==> src/rtl/uart_pkg.sv <==
`default_nettype none
// +--------------------------------------------------------------------------+
// | uart_pkg                                                                 |
// | Shared types and constants for the buffered UART transmit path.          |
// | Rev 1.0                                                                  |
// +--------------------------------------------------------------------------+
package uart_pkg;

  typedef enum logic [2:0] {
    IDLE   = 3'd0,
    START  = 3'd1,
    DATA   = 3'd2,
    PARITY = 3'd3,
    STOP   = 3'd4
  } tx_state_e;

  localparam logic ODD  = 1'b1;
  localparam logic EVEN = 1'b0;

  localparam int K_MIN = 2;

  // Total bits on the line for one frame with the given format.
  function automatic int unsigned frame_bits(input logic eight, input logic pen,
                                             input logic two_stop);
    return 32'd1 + (eight ? 32'd8 : 32'd7) + {31'd0, pen} + (two_stop ? 32'd2 : 32'd1);
  endfunction

endpackage
`default_nettype wire

==> src/rtl/sync_fifo.sv <==
`default_nettype none
// +--------------------------------------------------------------------------+
// | sync_fifo                                                                |
// | Single-clock FIFO with registered occupancy and full/empty flags.        |
// | Rev 1.0                                                                  |
// +--------------------------------------------------------------------------+
module sync_fifo #(
  parameter int WIDTH = 8,
  parameter int DEPTH = 16
) (
  input  logic                     clk,
  input  logic                     reset,
  input  logic                     push,
  input  logic                     pop,
  input  logic [WIDTH-1:0]         wdata,
  output logic [WIDTH-1:0]         rdata,
  output logic                     full,
  output logic                     empty,
  output logic [$clog2(DEPTH):0]   level
);

  localparam int AW = $clog2(DEPTH);
  localparam logic [AW:0] c_depth = DEPTH[AW:0];

  logic [WIDTH-1:0] r_mem [DEPTH];
  logic [AW-1:0]    r_wr_ptr;
  logic [AW-1:0]    r_rd_ptr;
  logic [AW:0]      r_level;
  logic             w_push;
  logic             w_pop;

  // Requests are qualified here so callers cannot corrupt the pointers.
  assign w_push = push & ~full;
  assign w_pop  = pop & ~empty;

  always_ff @(posedge clk) begin
    if (reset) begin
      r_wr_ptr <= '0;
      r_rd_ptr <= '0;
      r_level  <= '0;
    end else begin
      if (w_push) r_wr_ptr <= r_wr_ptr + 1'b1;
      if (w_pop)  r_rd_ptr <= r_rd_ptr + 1'b1;
      case ({w_push, w_pop})
        2'b10:   r_level <= r_level + 1'b1;
        2'b01:   r_level <= r_level - 1'b1;
        default: r_level <= r_level;
      endcase
    end
  end

  always_ff @(posedge clk) begin
    if (w_push) r_mem[r_wr_ptr] <= wdata;
  end

  assign rdata = r_mem[r_rd_ptr];
  assign full  = (r_level == c_depth);
  assign empty = (r_level == '0);
  assign level = r_level;

endmodule
`default_nettype wire

==> src/rtl/uart_tx_buffered.sv <==
`default_nettype none
// +--------------------------------------------------------------------------+
// | uart_tx_buffered                                                         |
// | FIFO-fed UART transmitter with runtime frame format and status outputs.  |
// | Rev 1.0                                                                  |
// +--------------------------------------------------------------------------+
module uart_tx_buffered
  import uart_pkg::*;
#(
  parameter int FIFO_DEPTH = 16,
  parameter int DIV_W      = 19,
  parameter int THRESH     = 4
) (
  input  logic                          clk,
  input  logic                          reset,
  input  logic [DIV_W-1:0]              k,
  input  logic                          eight,
  input  logic                          pen,
  input  logic                          ohel,
  input  logic                          two_stop,
  input  logic                          load,
  input  logic [7:0]                    din,
  input  logic                          clr_ovf,
  output logic                          tx,
  output logic                          full,
  output logic                          empty,
  output logic [$clog2(FIFO_DEPTH):0]   level,
  output logic                          tx_low,
  output logic                          busy,
  output logic                          ovf,
  output logic                          done
);

  localparam logic [DIV_W-1:0] c_k_min = DIV_W'(K_MIN);

  logic [7:0]       w_head;
  logic             w_pop;
  logic [DIV_W-1:0] w_k_eff;
  logic             w_par_calc;

  tx_state_e        r_state;
  tx_state_e        w_state_next;
  logic [DIV_W-1:0] r_cnt;
  logic [DIV_W-1:0] w_cnt_next;
  logic [2:0]       r_bit;
  logic [2:0]       w_bit_next;
  logic             r_stop2;
  logic             w_stop2_next;
  logic             w_latch;
  logic             w_done_next;
  logic             w_tx_next;
  logic             w_bit_end;
  logic [2:0]       w_last_bit;

  logic [7:0]       r_data;
  logic             r_eight;
  logic             r_pen;
  logic             r_two_stop;
  logic             r_par;
  logic [DIV_W-1:0] r_k;
  logic             r_tx;
  logic             r_ovf;
  logic             r_done;

  sync_fifo #(
    .WIDTH (8),
    .DEPTH (FIFO_DEPTH)
  ) u_fifo (
    .clk   (clk),
    .reset (reset),
    .push  (load),
    .pop   (w_pop),
    .wdata (din),
    .rdata (w_head),
    .full  (full),
    .empty (empty),
    .level (level)
  );

  assign w_k_eff    = (k < c_k_min) ? c_k_min : k;
  assign w_par_calc = (^(w_head & (eight ? 8'hFF : 8'h7F))) ^ (ohel == ODD);
  assign w_bit_end  = (r_cnt == '0);
  assign w_last_bit = r_eight ? 3'd7 : 3'd6;

  always_ff @(posedge clk) begin
    if (reset) begin
      r_state <= IDLE;
    end else begin
      r_state <= w_state_next;
    end
  end

  always_comb begin
    w_state_next = r_state;
    w_cnt_next   = r_cnt - 1'b1;
    w_bit_next   = r_bit;
    w_stop2_next = r_stop2;
    w_latch      = 1'b0;
    w_done_next  = 1'b0;
    case (r_state)
      IDLE: begin
        w_cnt_next = r_cnt;
        if (!empty) begin
          w_latch      = 1'b1;
          w_state_next = START;
          w_cnt_next   = w_k_eff - 1'b1;
        end
      end
      START: begin
        if (w_bit_end) begin
          w_state_next = DATA;
          w_bit_next   = '0;
          w_cnt_next   = r_k - 1'b1;
        end
      end
      DATA: begin
        if (w_bit_end) begin
          w_cnt_next = r_k - 1'b1;
          if (r_bit == w_last_bit) begin
            w_state_next = r_pen ? PARITY : STOP;
            w_stop2_next = 1'b0;
          end else begin
            w_bit_next = r_bit + 1'b1;
          end
        end
      end
      PARITY: begin
        if (w_bit_end) begin
          w_state_next = STOP;
          w_stop2_next = 1'b0;
          w_cnt_next   = r_k - 1'b1;
        end
      end
      STOP: begin
        if (w_bit_end) begin
          if (r_two_stop && !r_stop2) begin
            w_stop2_next = 1'b1;
            w_cnt_next   = r_k - 1'b1;
          end else if (!empty) begin
            // Chain straight into the next start bit: no idle gap.
            w_latch      = 1'b1;
            w_state_next = START;
            w_cnt_next   = w_k_eff - 1'b1;
          end else begin
            w_state_next = IDLE;
            w_done_next  = 1'b1;
            w_cnt_next   = '0;
          end
        end
      end
      default: begin
        w_state_next = IDLE;
      end
    endcase

    // Line level is computed for the upcoming state so tx changes with it.
    case (w_state_next)
      IDLE:    w_tx_next = 1'b1;
      START:   w_tx_next = 1'b0;
      DATA:    w_tx_next = r_data[w_bit_next];
      PARITY:  w_tx_next = r_par;
      STOP:    w_tx_next = 1'b1;
      default: w_tx_next = 1'b1;
    endcase
  end

  assign w_pop = w_latch;

  always_ff @(posedge clk) begin
    if (reset) begin
      r_cnt      <= '0;
      r_bit      <= '0;
      r_stop2    <= 1'b0;
      r_tx       <= 1'b1;
      r_done     <= 1'b0;
      r_data     <= '0;
      r_eight    <= 1'b0;
      r_pen      <= 1'b0;
      r_two_stop <= 1'b0;
      r_par      <= 1'b0;
      r_k        <= c_k_min;
    end else begin
      r_cnt   <= w_cnt_next;
      r_bit   <= w_bit_next;
      r_stop2 <= w_stop2_next;
      r_tx    <= w_tx_next;
      r_done  <= w_done_next;
      if (w_latch) begin
        r_data     <= w_head;
        r_eight    <= eight;
        r_pen      <= pen;
        r_two_stop <= two_stop;
        r_par      <= w_par_calc;
        r_k        <= w_k_eff;
      end
    end
  end

  // Set has priority over clear so a coincident drop is never lost.
  always_ff @(posedge clk) begin
    if (reset) begin
      r_ovf <= 1'b0;
    end else if (load && full) begin
      r_ovf <= 1'b1;
    end else if (clr_ovf) begin
      r_ovf <= 1'b0;
    end
  end

  assign tx     = r_tx;
  assign busy   = (r_state != IDLE);
  assign ovf    = r_ovf;
  assign done   = r_done;
  assign tx_low = (int'(level) <= THRESH);

endmodule
`default_nettype wire

==> config.mk <==
export PLATFORM = sky130hd
export DESIGN_NAME = uart_tx_buffered
export DESIGN_NICKNAME = d
export VERILOG_FILES = /design/src/rtl/uart_pkg.sv /design/src/rtl/sync_fifo.sv /design/src/rtl/uart_tx_buffered.sv
export SDC_FILE = /design/constraint.sdc
export NUM_CORES = 1
export LEC_CHECK = 0
export ABC_AREA = 1
export BUFFER_PORTS_ARGS = -buffer_cell sky130_fd_sc_hd__buf_2
export CORE_AREA = 3 3 143 145
export CTS_BUF_LIST = sky130_fd_sc_hd__clkbuf_8
export CTS_CLUSTER_SIZE = 40
export DETAILED_ROUTE_END_ITERATION = 7
export DIE_AREA = 0 0 146 148
export GPL_ROUTABILITY_DRIVEN = 0
export HOLD_SLACK_MARGIN = 0.02
export MAX_ROUTING_LAYER = met4
export PLACE_DENSITY = 0.83
export SLEW_MARGIN = 20
export SYNTH_ARGS = -nofsm -noshare
export SYNTH_HDL_FRONTEND = slang
export SYNTH_HIERARCHICAL = 1
export SYNTH_SLANG_ARGS = --single-unit
==> constraint.sdc <==
create_clock -name clk -period 6.3 [get_ports clk]
set_clock_uncertainty 0.2 [all_clocks]
set_input_delay 0.945 -clock clk [delete_from_list [all_inputs] [get_ports clk]]
set_output_delay 0.945 -clock clk [all_outputs]
set_load 0.1 [all_outputs]
* After elaboration in Yosys (flattened, before gate mapping)
Memory sizes are Yosys's and may differ from the RTL's. A register that Yosys moved wholly into a read port is not among the register bits. Cells that the tools add are included.
Word-level totals: register bits after elaboration 73, RAM bits 128, output and inout bits 12, word-level logic and storage cells 111, memories kept 1
Cells by class: add/sub/neg operators 8, magnitude comparators 3, equal/unequal tests 17, mux-type cells 44, bitwise gates (word level) 8, reduce and logical (&&, ||, !) cells 14
Memories:
- u_fifo.r_mem | depth 16, width 8, rd ports 1, clocked after Yosys merged registers in 1, write ports 1, line sync_fifo.sv:25 | logic [WIDTH-1:0] r_mem [DEPTH];
Operator list (count):
- $mux 19 | 6
- $pmux 19 s3 | 1
- $sub 19x1->19 const B | 3
- $mux 3 | 11
- $logic_not 19->1 | 1
- $lt 19x2->1 const B | 1
- $mux 1 | 16
- $pmux 3 s5 | 1
- $eq 3x2->1 const B | 4
- $ne 2x2->1 const B | 6
- $pmux 5 s2 | 1
- $add 4x1->4 const B | 2
- $and 8x8->8 | 1
- $mux 4 | 2
- $mux 8 | 1
- $reduce_xor 8->1 | 1
- $eq 3x1->1 const B | 2
- $pmux 1 s3 | 2
- $pmux 3 s2 | 1
- $reduce_and 6->1 | 1
- $reduce_bool 3->1 | 2
- $add 5x1->5 const B | 1
- $eq 5x5->1 const B | 1
- $le 5x3->1 const B | 1
- other kinds (19) | 25

* Longest topological paths before layout
word-level depth 8, mapped depth 20, gate-level depth less buffers 19

* Hierarchy
The synthesis kept the hierarchy.
Modules (own cells, without submodules):
- sync_fifo | times used 1, cells each 478, area an instance 6147.1 µm²
- uart_tx_buffered | times used 1, cells each 717, area an instance 4440.5 µm²

* Worst setup path after synthesis
OpenSTA, ideal clock, no wires.
path kind register to register, start reg u_fifo.r_level[4], in the netlist u_fifo/level[4], end reg u_fifo.r_level[4], in the netlist u_fifo/level[4], library setup time 0.109 ns, arrival time 4.016 ns, data required time 5.991 ns, path slack 1.975 ns, cell stages (with the launch flop) 20, period minus slack after synthesis 4.325 ns, cell sequence dfxtp_1 inv_1 nand3_2 inv_1 nor2_1 inv_1 o31ai_4 clkbuf_1 nand2_4 inv_6 ha_1 xor2_1 ha_1 inv_1 nand2_2 nand2_2 nand3_1 nand3_1 nand2_1 inv_1
Between the ends: word-level cells in the longest chain between the ends 8, elaborated cells on any way between the ends 16, classes of those cells add/sub: 2; eq/ne: 3; mux: 5; bitwise: 4; reduce/logical: 2
Ends and longest elaborated chain:
- from (decl) | line sync_fifo.sv:28 | logic [AW:0] r_level;
- from (signal assigned) | line sync_fifo.sv:45 | 2'b10: r_level <= r_level + 1'b1;
- from (signal assigned) | line sync_fifo.sv:46 | 2'b01: r_level <= r_level - 1'b1;
- from (signal assigned) | line sync_fifo.sv:47 | default: r_level <= r_level;
- $logic_not 5->1 * | line sync_fifo.sv:58 | assign empty = (r_level == '0);
- via empty | line uart_tx_buffered.sv:26 | output logic empty,
- $mux 1 * | line uart_tx_buffered.sv:103, uart_tx_buffered.sv:139
- $mux 1 | line uart_tx_buffered.sv:136 | if (r_two_stop && !r_stop2) begin
- $mux 1 | line uart_tx_buffered.sv:135 | if (w_bit_end) begin
- $pmux 1 s2 * | line uart_tx_buffered.sv:100 | case (r_state)
- via w_latch | line uart_tx_buffered.sv:49 | logic w_latch;
- $and 1x1->1 * | line sync_fifo.sv:34 | assign w_pop = pop & ~empty;
- via u_fifo.w_pop | line sync_fifo.sv:30 | logic w_pop;
- $eq 2x1->1 / $eq 2x2->1 (equally long branches) | line sync_fifo.sv:44 | case ({w_push, w_pop})
- $pmux 5 s2 / $reduce_bool 2->1 (equally long branches)
The timed path passes the listed nets; every way through them passes the cells marked *. A chain may end at the register's enable or synchronous reset.

* Final worst setup path
start reg r_cnt[0], end reg u_fifo.r_level[4], in the netlist u_fifo/level[4]
Between the ends: word-level cells in the longest chain between the ends 6, elaborated cells on any way between the ends 8, classes of those cells eq/ne: 2; mux: 3; bitwise: 1; reduce/logical: 2
Ends and longest elaborated chain:
- from (decl) | line uart_tx_buffered.sv:43 | logic [DIV_W-1:0] r_cnt;
- from (signal assigned) | line uart_tx_buffered.sv:183 | r_cnt <= w_cnt_next;
- $logic_not 19->1 * | line uart_tx_buffered.sv:82 | assign w_bit_end = (r_cnt == '0);
- $mux 1 * | line uart_tx_buffered.sv:135
- $pmux 1 s2 * | line uart_tx_buffered.sv:100
- $and 1x1->1 * | line sync_fifo.sv:34
- via u_fifo.w_pop | line sync_fifo.sv:30
- $eq 2x1->1 / $eq 2x2->1 (equally long branches) | line sync_fifo.sv:44
- $pmux 5 s2 / $reduce_bool 2->1 (equally long branches)
Marked as above.

==> flow_summary.json <==
{
  "worstSetupPathType": "register to register",
  "synth_area_per_cell_um2": 8.860,
  "yosysWarnings": 6,
  "cts_hold_buf": 0,
  "syn_area_mm2": 0.01059,
  "dp_cells": 1470,
  "first_pass_iters": 5,
  "finalPower_mw": 5.294,
  "antenna_found_initial": 0,
  "cts.sinks": 205,
  "cts.path.max_buffers": 3,
  "grt-ovfl-total": 0,
  "vias": 8796,
  "crit_path_max_fanout": 11,
  "tns_ns": 0,
  "yosysTopAreaCell": "edfxtp_1",
  "syn_inst": 1195,
  "cp_data_required_time_ns": 6.53,
  "synthTopCellsByArea": "edfxtp_1 36%, dfxtp_1 15%, nand2_1 5.6%",
  "syn2layout_area_growth_pct": 11.03,
  "port_buffers": 46,
  "grt_pass1_wl_mm": 41.59,
  "ant_nets": 0,
  "pwr_density_cell_mw_per_mm2": 450.3,
  "hold_viol_final": 0,
  "min_path_type": "register to register",
  "worstPathArrival_ns": 3.64,
  "finalNonFillerCells": 1538,
  "ys_ff_latch": 205,
  "fp.dieArea_mm2": 0.02161,
  "cts_tree": "built",
  "worst_setup_path_end_kind": "register",
  "first_iter_violations": 967,
  "synth_cell_types": 50,
  "insertedDiodeCount": 0,
  "ys_seq_area_share_pct": 50.86,
  "fin_util_pct": 60.80,
  "numCtsBuffers": 37,
  "grt_pass1_vias": 8353,
  "finalCriticalPeriod_ns": 3.404,
  "postCtsSetupRepairBufs": 0,
  "drive_gt1_share_pct": 11.94,
  "root_buffer": "clkbuf_8",
  "max_cap_violations": 0,
  "clock.fmax_mhz": 293.8,
  "grt_setup_unrepaired": "no",
  "yosysTopAreaCellShare_pct": 36.30,
  "h-tree-depth": 2,
  "relSlewSlack_pct": 33.77,
  "core_area_mm2": 0.01933,
  "nNetsFinal": 1291,
  "status": "finished clean",
  "rows": 51,
  "leakage_nw": 4.775,
  "hpwl_mm": 17.35,
  "die_w_um": 146,
  "finalSetupViolCount": 0,
  "start_kind": "register",
  "vdd_drop_max_mv": 0.4000,
  "track_usage_pct": 24.34,
  "synth_flop_cell": "edfxtp_1",
  "r2r-start": "r_cnt[0]$_SDFFE_PP0P_",
  "yosysMostFrequentCell": "nand2_1",
  "report.final.slew_viol_count": 0,
  "clk_latency_ns": 0.55,
  "wl_per_cell_um": 17.01,
  "boundaryPins": 47,
  "cts_resized": 0,
  "start_util_pct": 54.76,
  "cp-startpoint": "r_cnt[0]$_SDFFE_PP0P_",
  "drc": 0,
  "holdCritStartpoint": "r_data[0]$_SDFFE_PP0P_",
  "vias_per_cell": 5.719,
  "period_share_pct": 54.03,
  "wirelength_mm": 26.17,
  "synth_async_sr_flop_share_pct": 0,
  "ys_top_cells_by_count": "157 x nand2_1, 145 x inv_1, 140 x nor2_1",
  "clk_pin_slew_ns": 0.06,
  "fp.dieH_um": 148,
  "synth_edf_count": 128,
  "grt_max_degree": 61,
  "synth_nets": 1242,
  "worst_pin_slew_ns": 0.9923
}
state kept, by name (all words and copies together), names as in the netlist, 3 cells and up, named ones only:
name and count:
r_bit 3, u_fifo/r_rd_ptr 4, u_fifo/r_mem 128, u_fifo/r_wr_ptr 4
r_cnt 19, r_k 19, u_fifo/level 5, r_data 8
r_state 3
layout make-up:
type                            count  area (um2)
Clock inverter                     28       198.9
Fill cell                        1571        7580
Tap cell                          265       331.6
Timing Repair Buffer               53       282.8
Multi-Input combinational cell    791        4407
Clock buffer                       40       550.5
Inverter                          156       595.6
Sequential cell                   205        5389
metrics by stage:
step	hold slack, ns	setup WS, ns	area (um2)
2_1_floorplan	0.2292	1.975	10590
3_3_place_gp	0.2423	2.762	11010
3_5_place_dp	0.2522	2.628	11010
4_1_cts	0.2601	2.938	11760
5_1_grt	0.2831	2.693	11760
6_report	0.2565	2.896	11760
layout by cell type (no fill, tap or decap), types with 7 or more instances in the layout:
cell / instances
o21ai_0: 109
nand2_2: 9
nor3b_1: 8
inv_1: 160
o211ai_1: 38
mux2i_1: 33
ha_1: 12
buf_4: 7
nand3_1: 59
nand3b_1: 7
edfxtp_1: 128
o21ai_1: 10
nor2_1: 140
nand2_1: 157
nor3_1: 12
a21oi_1: 78
xor2_1: 36
clkbuf_8: 40
buf_2: 46
xnor2_1: 14
dfxtp_1: 76
nand4_1: 15
inv_2: 9
worst max-delay path, stage by stage (launching register included):
cell and delay, ns:
dfxtp_1 0.32, inv_1 0.11, ha_1 0.25, nand2_2 0.12, nor2_4 0.18, nand3_2 0.33
o31ai_4 0.39, nand2_4 0.13, inv_6 0.10, ha_1 0.30, xor2_1 0.23, ha_1 0.18
inv_1 0.05, nand2_2 0.09, nand2_2 0.06, nand3_1 0.08, nand3_1 0.08, nand2_1 0.06
inv_1 0.03
cell families after synthesis:
logic type / after synthesis / share of synthesized area [%]
buffers and inverters: 199 / 7.516
xor gates and xnor gates: 51 / 4.290
and+or+nand+nor: 439 / 18.96
muxes: 33 / 3.120
adders and majority gates: 12 / 1.418
DFF: 205 / 50.86
AOI/OAI and AO/OA: 256 / 13.84
report_power, final:
part	internal (mW)	leakage, nW	total (mW)	switching (mW)
clock	0.680	0.436	1.25	0.573
combinational	0.669	2.55	2.20	1.53
sequential	1.63	1.79	1.84	0.208
total	2.98	4.77	5.29	2.31
worst paths after layout:
| kind | depth (start not counted) | slack, ns | endpoint |
|---|---|---|---|
| max | 18 | 2.90 | u_fifo/level[4]$_SDFFE_PP0P_ |
| min | 2 | 0.26 | r_data[0]$_SDFFE_PP0P_ |
| max reg2reg | 18 | 2.90 | u_fifo/level[4]$_SDFFE_PP0P_ |
| min reg2reg | 2 | 0.26 | r_data[0]$_SDFFE_PP0P_ |
per-layer routing:
layer,share of wire (%),global-route usage [%],routed length [um],up-vias
li1,-,-,-,4169
met1,41,31.01,10800,4115
met2,47,39.26,12290,436
met3,8.2,4.231,2147,76
met4,3.6,9.407,930,0
met5,0,-,0,-
No activity file was read; power rests on OpenSTA's default activity.
